===== src/rtl/wb_pkg.sv =====
// Shared definitions for the register writeback block: register index width,
// default queue depth and the queued entry layout.
package wb_pkg;

  // Width of a destination register index.
  localparam int REG_IDX_W = 4;

  // Default number of pending-write queue entries.
  localparam int WB_DEPTH_DEFAULT = 4;

  // Default data word width.
  localparam int WB_DATA_W_DEFAULT = 32;

  // One pending register write: destination index plus value.
  typedef struct packed {
    logic [REG_IDX_W-1:0]         reg_idx;
    logic [WB_DATA_W_DEFAULT-1:0] data;
  } wb_entry_t;

endpackage


===== src/rtl/wb_fifo.sv =====
// Pending-write queue for reg_writeback: circular storage with head/tail
// pointers and an occupancy count. Two write ports allow two entries to be
// appended on one edge (port 0 lands first, so it is the older one) and one
// read port pops the head. Port 1 is only honoured together with port 0.
// The caller guarantees it never overfills the queue and never pops it empty.
module wb_fifo
  import wb_pkg::*;
#(
  parameter type entry_t = wb_entry_t,
  parameter int  DEPTH   = WB_DEPTH_DEFAULT,
  localparam int PTR_W   = $clog2(DEPTH),
  localparam int CNT_W   = PTR_W + 1
) (
  input  logic             clk,
  input  logic             rst,
  input  logic             push0_en,
  input  entry_t           push0_entry,
  input  logic             push1_en,
  input  entry_t           push1_entry,
  input  logic             pop_en,
  output entry_t           head_entry,
  output entry_t           entries [DEPTH],
  output logic [PTR_W-1:0] head_ptr,
  output logic [CNT_W-1:0] count
);

  entry_t           mem_q [DEPTH];
  entry_t           mem_d [DEPTH];
  logic [PTR_W-1:0] head_q;
  logic [PTR_W-1:0] head_d;
  logic [PTR_W-1:0] tail_q;
  logic [PTR_W-1:0] tail_d;
  logic [CNT_W-1:0] count_q;
  logic [CNT_W-1:0] count_d;
  logic [1:0]       n_push;

  // Number of entries appended this edge (port 1 only counts alongside port 0).
  always_comb begin
    n_push = 2'd0;
    if (push0_en) begin
      n_push = (push1_en) ? 2'd2 : 2'd1;
    end
  end

  // Next storage contents, pointer positions and occupancy; pointers wrap
  // naturally because DEPTH is a power of two.
  always_comb begin
    mem_d   = mem_q;
    head_d  = head_q;
    tail_d  = tail_q;
    count_d = count_q;
    if (push0_en) begin
      mem_d[tail_q] = push0_entry;
      tail_d        = tail_q + PTR_W'(1);
      if (push1_en) begin
        mem_d[tail_q + PTR_W'(1)] = push1_entry;
        tail_d                    = tail_q + PTR_W'(2);
      end
    end
    if (pop_en) begin
      head_d = head_q + PTR_W'(1);
    end
    count_d = count_q + CNT_W'(n_push) - CNT_W'(pop_en);
  end

  // Entry storage needs no reset: only slots inside the count are ever read.
  always_ff @(posedge clk) begin
    mem_q <= mem_d;
  end

  // Pointers and count return to empty on reset, discarding pending entries.
  always_ff @(posedge clk) begin
    if (rst) begin
      head_q  <= '0;
      tail_q  <= '0;
      count_q <= '0;
    end else begin
      head_q  <= head_d;
      tail_q  <= tail_d;
      count_q <= count_d;
    end
  end

  assign head_entry = mem_q[head_q];
  assign entries    = mem_q;
  assign head_ptr   = head_q;
  assign count      = count_q;

endmodule


===== src/rtl/reg_writeback.sv =====
// Register writeback stage: accepts ALU and load results into a small FIFO,
// drains one entry per cycle through a registered register-file write port,
// and optionally offers a forwarding lookup over all not-yet-retired writes.
// Optional feature macro: WB_FORWARD_EN (forwarding compare logic). Without
// it fwd_hit/fwd_data are tied to zero and fwd_reg is ignored.
module reg_writeback
  import wb_pkg::*;
#(
  parameter int  DATA_W = WB_DATA_W_DEFAULT,
  parameter int  DEPTH  = WB_DEPTH_DEFAULT,
  localparam int PTR_W  = $clog2(DEPTH),
  localparam int CNT_W  = PTR_W + 1
) (
  input  logic                 clk,
  input  logic                 rst,
  input  logic                 alu_valid,
  input  logic [REG_IDX_W-1:0] alu_reg,
  input  logic [DATA_W-1:0]    alu_data,
  output logic                 alu_ready,
  input  logic                 mem_valid,
  input  logic [REG_IDX_W-1:0] mem_reg,
  input  logic [DATA_W-1:0]    mem_data,
  output logic                 mem_ready,
  output logic                 wr_en,
  output logic [REG_IDX_W-1:0] wr_reg,
  output logic [DATA_W-1:0]    wr_data,
  input  logic [REG_IDX_W-1:0] fwd_reg,
  output logic                 fwd_hit,
  output logic [DATA_W-1:0]    fwd_data,
  output logic [CNT_W-1:0]     count
);

  typedef struct packed {
    logic [REG_IDX_W-1:0] reg_idx;
    logic [DATA_W-1:0]    data;
  } q_entry_t;

  q_entry_t             alu_entry;
  q_entry_t             mem_entry;
  q_entry_t             push0_entry;
  q_entry_t             head_entry;
  q_entry_t             queue_entries [DEPTH];
  logic [PTR_W-1:0]     head_ptr;
  logic [CNT_W-1:0]     q_count;
  logic                 alu_acc;
  logic                 mem_acc;
  logic                 push0_en;
  logic                 push1_en;
  logic                 pop_en;

  logic                 wr_en_q;
  logic                 wr_en_d;
  logic [REG_IDX_W-1:0] wr_reg_q;
  logic [REG_IDX_W-1:0] wr_reg_d;
  logic [DATA_W-1:0]    wr_data_q;
  logic [DATA_W-1:0]    wr_data_d;

  assign alu_entry = '{reg_idx: alu_reg, data: alu_data};
  assign mem_entry = '{reg_idx: mem_reg, data: mem_data};

  // Readiness depends only on occupancy and the valids; a pop on the same
  // edge gives no credit. With one slot left the load takes it.
  always_comb begin
    alu_ready = 1'b0;
    mem_ready = 1'b0;
    if (!rst) begin
      if (q_count == CNT_W'(DEPTH)) begin
        alu_ready = 1'b0;
        mem_ready = 1'b0;
      end else if (q_count == CNT_W'(DEPTH - 1)) begin
        mem_ready = 1'b1;
        alu_ready = !mem_valid;
      end else begin
        mem_ready = 1'b1;
        alu_ready = 1'b1;
      end
    end
  end

  assign alu_acc = alu_valid & alu_ready;
  assign mem_acc = mem_valid & mem_ready;

  // Compact accepted offers onto the FIFO ports, load first so it is older.
  always_comb begin
    push0_en    = mem_acc | alu_acc;
    push0_entry = mem_acc ? mem_entry : alu_entry;
    push1_en    = mem_acc & alu_acc;
  end

  // The head is retired whenever the queue holds anything.
  assign pop_en = (q_count != '0);

  wb_fifo #(
    .entry_t (q_entry_t),
    .DEPTH   (DEPTH)
  ) u_fifo (
    .clk         (clk),
    .rst         (rst),
    .push0_en    (push0_en),
    .push0_entry (push0_entry),
    .push1_en    (push1_en),
    .push1_entry (alu_entry),
    .pop_en      (pop_en),
    .head_entry  (head_entry),
    .entries     (queue_entries),
    .head_ptr    (head_ptr),
    .count       (q_count)
  );

  // Output stage loads the popped head; index and data hold when idle.
  always_comb begin
    wr_en_d   = pop_en;
    wr_reg_d  = wr_reg_q;
    wr_data_d = wr_data_q;
    if (pop_en) begin
      wr_reg_d  = head_entry.reg_idx;
      wr_data_d = head_entry.data;
    end
  end

  // Registered write port, cleared by reset so a mid-drain reset emits nothing.
  always_ff @(posedge clk) begin
    if (rst) begin
      wr_en_q   <= 1'b0;
      wr_reg_q  <= '0;
      wr_data_q <= '0;
    end else begin
      wr_en_q   <= wr_en_d;
      wr_reg_q  <= wr_reg_d;
      wr_data_q <= wr_data_d;
    end
  end

  assign wr_en   = wr_en_q;
  assign wr_reg  = wr_reg_q;
  assign wr_data = wr_data_q;
  assign count   = q_count;

`ifdef WB_FORWARD_EN
  logic [PTR_W-1:0] fwd_idx;

  // Search oldest to youngest (output stage, then queue head to tail) so the
  // last match found is the youngest pending value for that register.
  always_comb begin
    fwd_hit  = 1'b0;
    fwd_data = '0;
    fwd_idx  = '0;
    if (!rst) begin
      if (wr_en_q && (wr_reg_q == fwd_reg)) begin
        fwd_hit  = 1'b1;
        fwd_data = wr_data_q;
      end
      for (int i = 0; i < DEPTH; i++) begin
        fwd_idx = head_ptr + PTR_W'(i);
        if ((i < int'(q_count)) && (queue_entries[fwd_idx].reg_idx == fwd_reg)) begin
          fwd_hit  = 1'b1;
          fwd_data = queue_entries[fwd_idx].data;
        end
      end
    end
  end
`else
  logic unused_fwd_bits;

  // No forwarding compare: outputs tied low; lookup inputs folded into a
  // deliberately unused signal.
  always_comb begin
    unused_fwd_bits = ^fwd_reg ^ ^head_ptr;
    for (int i = 0; i < DEPTH; i++) begin
      unused_fwd_bits = unused_fwd_bits ^ ^queue_entries[i];
    end
  end

  assign fwd_hit  = 1'b0;
  assign fwd_data = '0;
`endif

endmodule


===== config.mk =====
export PLATFORM = sky130hd
export DESIGN_NAME = reg_writeback
export DESIGN_NICKNAME = d
export VERILOG_FILES = /design/src/rtl/wb_pkg.sv /design/src/rtl/wb_fifo.sv /design/src/rtl/reg_writeback.sv
export SDC_FILE = /design/constraint.sdc
export NUM_CORES = 1
export LEC_CHECK = 0
export ABC_AREA = 1
export BUFFER_PORTS_ARGS = -buffer_cell sky130_fd_sc_hd__buf_4
export CAP_MARGIN = 20
export CELL_PAD_IN_SITES_DETAIL_PLACEMENT = 1
export CELL_PAD_IN_SITES_GLOBAL_PLACEMENT = 1
export CORE_MARGIN = 5
export CORE_UTILIZATION = 35
export CTS_BUF_LIST = sky130_fd_sc_hd__clkbuf_8
export DETAILED_ROUTE_END_ITERATION = 10
export GPL_TIMING_DRIVEN = 0
export PLACE_DENSITY = 0.67
export SYNTH_ARGS = -nofsm -noshare
export SYNTH_HDL_FRONTEND = slang
export SYNTH_HIERARCHICAL = 1
export SYNTH_SLANG_ARGS = --single-unit

===== constraint.sdc =====
create_clock -name clk -period 10.2 [get_ports clk]
set_clock_uncertainty 0.15 [all_clocks]
set_input_delay 2.04 -clock clk [delete_from_list [all_inputs] [get_ports clk]]
set_output_delay 2.04 -clock clk [all_outputs]
set_load 0.02 [all_outputs]

# After elaboration in Yosys (flattened, before gate mapping)
# Index checks and enable logic that the tools add are counted.
# op_classes
n_bitwise,7
add_sub_neg,5
muxes,19
order_cmp,5
n_reduce_logical,4
n_eq_ne,2
# op_table
op,n
$bwmux W144,2
$mux W36,5
$demux W36 S2,2
$mux W144,1
$bmux W36 S2,1
$ge A3 B3 Y1 const B,3
$not A2 Y3,3
$lt A3 B1 Y1 const B,2
$mux W2,3
$mux W1,5
$add A2 B1 Y2 const B,2
$add A3 B2 Y3,1
$and A1 B1 Y1,3
$eq A3 B2 Y1 const B,1
$eq A3 B3 Y1 const B,1
$reduce_bool A3 Y1,1
$sub A3 B1 Y3,1
$add A2 B2 Y2 const B,1
$logic_and A1 B1 Y1,2
$logic_not A1 Y1,1
$or A1 B1 Y1,1
# totals
output_inout_bits,75
reg_bits,188
input_bits,80
word_cells,56

# Logic depth before layout (Yosys ltp)
# logic_depth
ltp_word,10
ltp_mapped,16
mapped_depth_nobuf,14

# Modules after synthesis
# The synthesis kept the hierarchy.
# by_module_without_submodules
mod,area_per_inst_um2,cells_each,n_inst
wb_fifo,8903.5,1010,1
reg_writeback,2205.9,332,1

# Worst setup path before layout
# OpenSTA, ideal clock, no wires.
# synth_timing
path_type,input-to-reg
startpoint,input port mem_valid
endpoint,"register u_fifo.count_q[2], in the netlist u_fifo/count[2]"
cell_stages,13
setup_time_ns,0.115
path_buffers,1
arrival_time_ns,7.154
required_ns,9.935
setup_slack_ns,2.781
cell_sequence,buf_2 -> inv_1 -> nor2_1 -> nand2_1 -> nand4_1 -> nand2_1 -> nand2_1 -> ha_1 -> inv_1 -> ha_1 -> fa_1 -> a21oi_1 -> nor2_1
# synth_between
elab_cells_between_ends,12
classes_between,2 x add/sub; 5 x mux; 4 x bitwise; 1 x reduce/logical
# synth_rtl
element,line,rtl
from (decl),reg_writeback.sv:20,"input logic mem_valid,"
$logic_not A1 Y1,reg_writeback.sv:72,alu_ready = !mem_valid;
$mux W1,reg_writeback.sv:70,end else if (q_count == CNT_W'(DEPTH - 1)) begin
$mux W1,reg_writeback.sv:67,if (q_count == CNT_W'(DEPTH)) begin
$mux W1,reg_writeback.sv:66,if (!rst) begin
$and A1 B1 Y1,reg_writeback.sv:80,assign alu_acc = alu_valid & alu_ready;
$or A1 B1 Y1 *,reg_writeback.sv:85,push0_en = mem_acc | alu_acc;
named net push0_en,reg_writeback.sv:47,logic push0_en;
$mux W2 *,wb_fifo.sv:40,if (push0_en) begin
$add A3 B2 Y3 *,wb_fifo.sv:63,count_d = count_q + CNT_W'(n_push) - CNT_W'(pop_en);
$sub A3 B1 Y3 *,wb_fifo.sv:63,
to (signal assigned),wb_fifo.sv:80,count_q <= count_d;
to (decl),wb_fifo.sv:33,logic [CNT_W-1:0] count_q;
# The timed path passes the listed nets; every way through them passes the cells marked *.
# A chain may end at the register's enable or synchronous reset.

# Worst setup path in the final report
# layout_timing
startpoint,input port rst
endpoint,output port alu_ready
# layout_between
elab_chain_len,1
# layout_lines
element,line,rtl
from (decl),reg_writeback.sv:15,"input logic rst,"
$mux W1,reg_writeback.sv:66,
to (decl),reg_writeback.sv:19,"output logic alu_ready,"
# Every way passes these cells.

==> summary.txt <==
Outcome
  – Outcome: finished, final reports clean

Cells and area
  – Fraction of final layout cells sized beyond drive strength 1: 0.2085
  – Flip-flop count of the largest register, all copies and words added: 144
  – # fillers: 3865
  – Combined area of the multi-input logic cells: 4667 um^2
  – Top library cells by usage in the layout, fill and taps aside: nor2_1 (222), o21ai_0 (168), buf_4 (159)
  – Number of nets in the layout: 1604
  – Storage element area: 5205 um^2
  – Utilization after layout: 0.4144
  – Antenna fix cells: 0
  – Commonest non-fill, non-tap cell in the layout: nor2_1
  – Layout Area Growth over Synthesis: 17.39%

Synth
  – Most area-hungry cell type in the Yosys netlist: edfxtp_1
  – Gate count after technology mapping: 1342
  – Synthesis-stage register bit count: 188
  – Cell Area, Synth: 11110 um^2
  – Post-Syn Area per Cell: 8.278 um^2
  – Area fraction of the dominant cell type after synthesis: 0.3892
  – Cells taking the most area after synthesis: edfxtp_1 (39%), o22ai_1 (8.1%), dfxtp_1 (7.9%)
  – Sequential fraction of the synthesis area: 0.4685
  – Yosys synthesis warning count: 6
  – Number of unique standard cell types used by synthesis: 27

Timing
  – Total negative setup slack: 0 ns
  – Max Freq: 191.6 MHz
  – Worst-Margin Slew: 0.9083 ns
  – Final number of max-transition violations: 0
  – Count of endpoints failing setup in the final report: 0
  – Worst rel slew slack: 0.3945
  – Total count of hold-check failures in the final report: 0
  – Smallest hold slack: 0.3636 ns
  – Unrepaired setup endpoints after global routing: no
  – Final Critical Period: 5.220 ns
  – Final period util: 0.5117

Placement
  – Detailed placement HPWL: 30150 um
  – Number of port buffers: 117
  – Routability Congestion: 0.8113

Critical path
  – Startpoint of the most critical register-to-register path: u_fifo/count[0]
  – Critical path's most frequent cell: buf_4
  – Category of the most critical setup path: in2out
  – Crit-path max cell delay: 0.32 ns
  – Worst endpoint required time: 8.01 ns
  – Nature of the critical path startpoint: input pin
  – R2r worst-path depth: 12
  – Worst R2R Setup Slack: 6.65 ns
  – Endpoint arrival time on the critical path: 3.03 ns
  – CP max-delay cell: buf_2
  – Critical path buffer and inverter count: 4
  – Category of the worst setup path capture point: output port
  – Cell class contributing the biggest share of worst-path delay: buffers and inverters
  – CP Cell Sequence: buf_4 > inv_1 > buf_2 > nand2_1 > a21oi_1 > buf_4
  – Critical Path Fanout Max: 10
  – Crit Reg-Reg Endpoint: u_fifo/count[2]

CTS
  – Maximum clock insertion buffer count: 2
  – Clk sink count: 188
  – Clock slew at the register clock pins of the worst setup and hold paths: 0.10 ns
  – Hold-fix buffers at CTS: 0
  – Clk root buf: clkbuf_8
  – Post-CTS Setup Repair Bufs: 0
  – CTS H-tree depth: 4
  – Clock insertion delay at the later pin of the skew report: 0.50 ns
  – Total of cells resized after clock tree synthesis: 0
  – Number of buffers created by CTS: 17
  – CTS tree: done

Power and ir drop
  – Areal power density over the cells: 257.8 nW/um^2
  – Maximum VDD drop: 0.1063 mV
  – Leakage power: 0.005655 uW
  – Tot Pwr: 3362 uW

Floorplanning
  – Placeable Area: 31470 um^2
  – Number of ports placed on the die boundary: 155
  – Starting utilization of the core area: 0.3530
  – Die span in x: 188.2 um
  – Count of standard-cell rows: 65
  – Die Outline Area: 35400 um^2
  – Die span in y: 188.2 um

Worst hold path
  – Hold-critical path endpoint: wr_data[4]
  – Worst hold path class: reg2reg
  – Hold path startpoint: wr_data[4]
  – Hold Path Stages: 2

Global routing
  – GRT Total Usage: 0.2374
  – Antenna violations before repair: 0
  – Maximum number of pins on one net before global-route repair: 58
  – Overall overflow remaining after global route: 0
  – First-pass GRT wire length: 65280 um
  – Vias in the first global route: 11037

Run
  – Max-Cap Viols: 0

Route
  – Final wirelength: 43000 um
  – Via-per-instance ratio: 5.555
  – DRC errors left: 0
  – Routed wire per std cell: 22.31 um
  – 1st-pass router iterations: 5
  – Number of vias in the routed layout: 10705
  – Drt first-iter violations: 889
  – Number of nets still failing antenna checks after routing: 0
## worst reg2reg max path: stages, from the launching register on
cell and delay, ns:
dfxtp_1 0.43, nor2_2 0.09, nand2_2 0.15, nand3_4 0.21
buf_2 0.28, nand2_4 0.66, nand2_1 0.23, ha_1 0.35
inv_1 0.05, ha_1 0.19, fa_1 0.46, a21oi_1 0.15
nor2_1 0.06
## area by class of cell
cell class / count / area share
buffer: 140 / 0.06639
clock buffer: 17 / 0.01794
clock inverter: 15 / 0.01084
inverter: 133 / 0.03828
multi-input combinational: 913 / 0.3579
sequential: 188 / 0.3991
tap: 402 / 0.03857
timing repair buffer: 119 / 0.07100
## worst max-delay path by stage
stage | to | from | depth (start not counted) | slack (ns)
detailed placement | u_fifo/count[2] | rst | 12 | 4.91
finish | alu_ready | rst | 6 | 4.98
floorplan | u_fifo/count[2] | mem_valid | 13 | 2.78
CTS | alu_ready | rst | 6 | 4.97
global placement | u_fifo/count[2] | rst | 12 | 0.35
global route | alu_ready | rst | 6 | 4.89
## logic make-up after synthesis
family                   synth area share
AO/OA/AOI/OAI                      0.2356
AND/OR/NAND/NOR                    0.1585
buffers and inverters              0.1229
flip-flops                         0.4685
adder cells (fa/ha/maj)           0.01419
other                           0.0003376
## per-layer routing
layer	vias up	GRT usage	wire, um
li1	4943	-	-
met1	5316	0.3201	18740
met2	391	0.3919	20400
met3	55	0.03686	2671
met4	0	0.07736	1187
met5	-	0	0
## power breakdown
part	total [uW]	switching (uW)	leakage (uW)	internal, uW
Combinational	1590	1060	0.00372	530
Sequential	1260	120	0.00174	1140
Clock	514	316	0.000194	199
## cells in the mapped netlist
cell type / number
buf_8: 3
buf_6: 8
nor2_1: 222
conb_1: 1
edfxtp_1: 144
inv_1: 127
nand3_1: 5
clkbuf_2: 1
a21oi_1: 41
buf_2: 70
fa_1: 1
nand4_1: 37
o21ai_0: 168
clkbuf_1: 16
nor2_2: 1
o211ai_2: 30
nand3_4: 1
o21ai_1: 50
o211ai_1: 6
buf_4: 42
nand2_4: 4
ha_1: 11
inv_2: 6
o22ai_1: 144
dfxtp_1: 44
nand2_2: 2
nand2_1: 157
## metrics by stage
stage | std cells | setup slack (ns) | instance area (um^2)
6_report | 1927 | 4.980 | 13040
5_1_grt | 1927 | 4.889 | 13040
4_1_cts | 1927 | 4.975 | 13040
3_5_place_dp | 1895 | 4.914 | 12670
3_3_place_gp | 1893 | 0.3529 | 12610
2_1_floorplan | 1374 | 2.781 | 11230
Power figures use the tool's default switching activity.
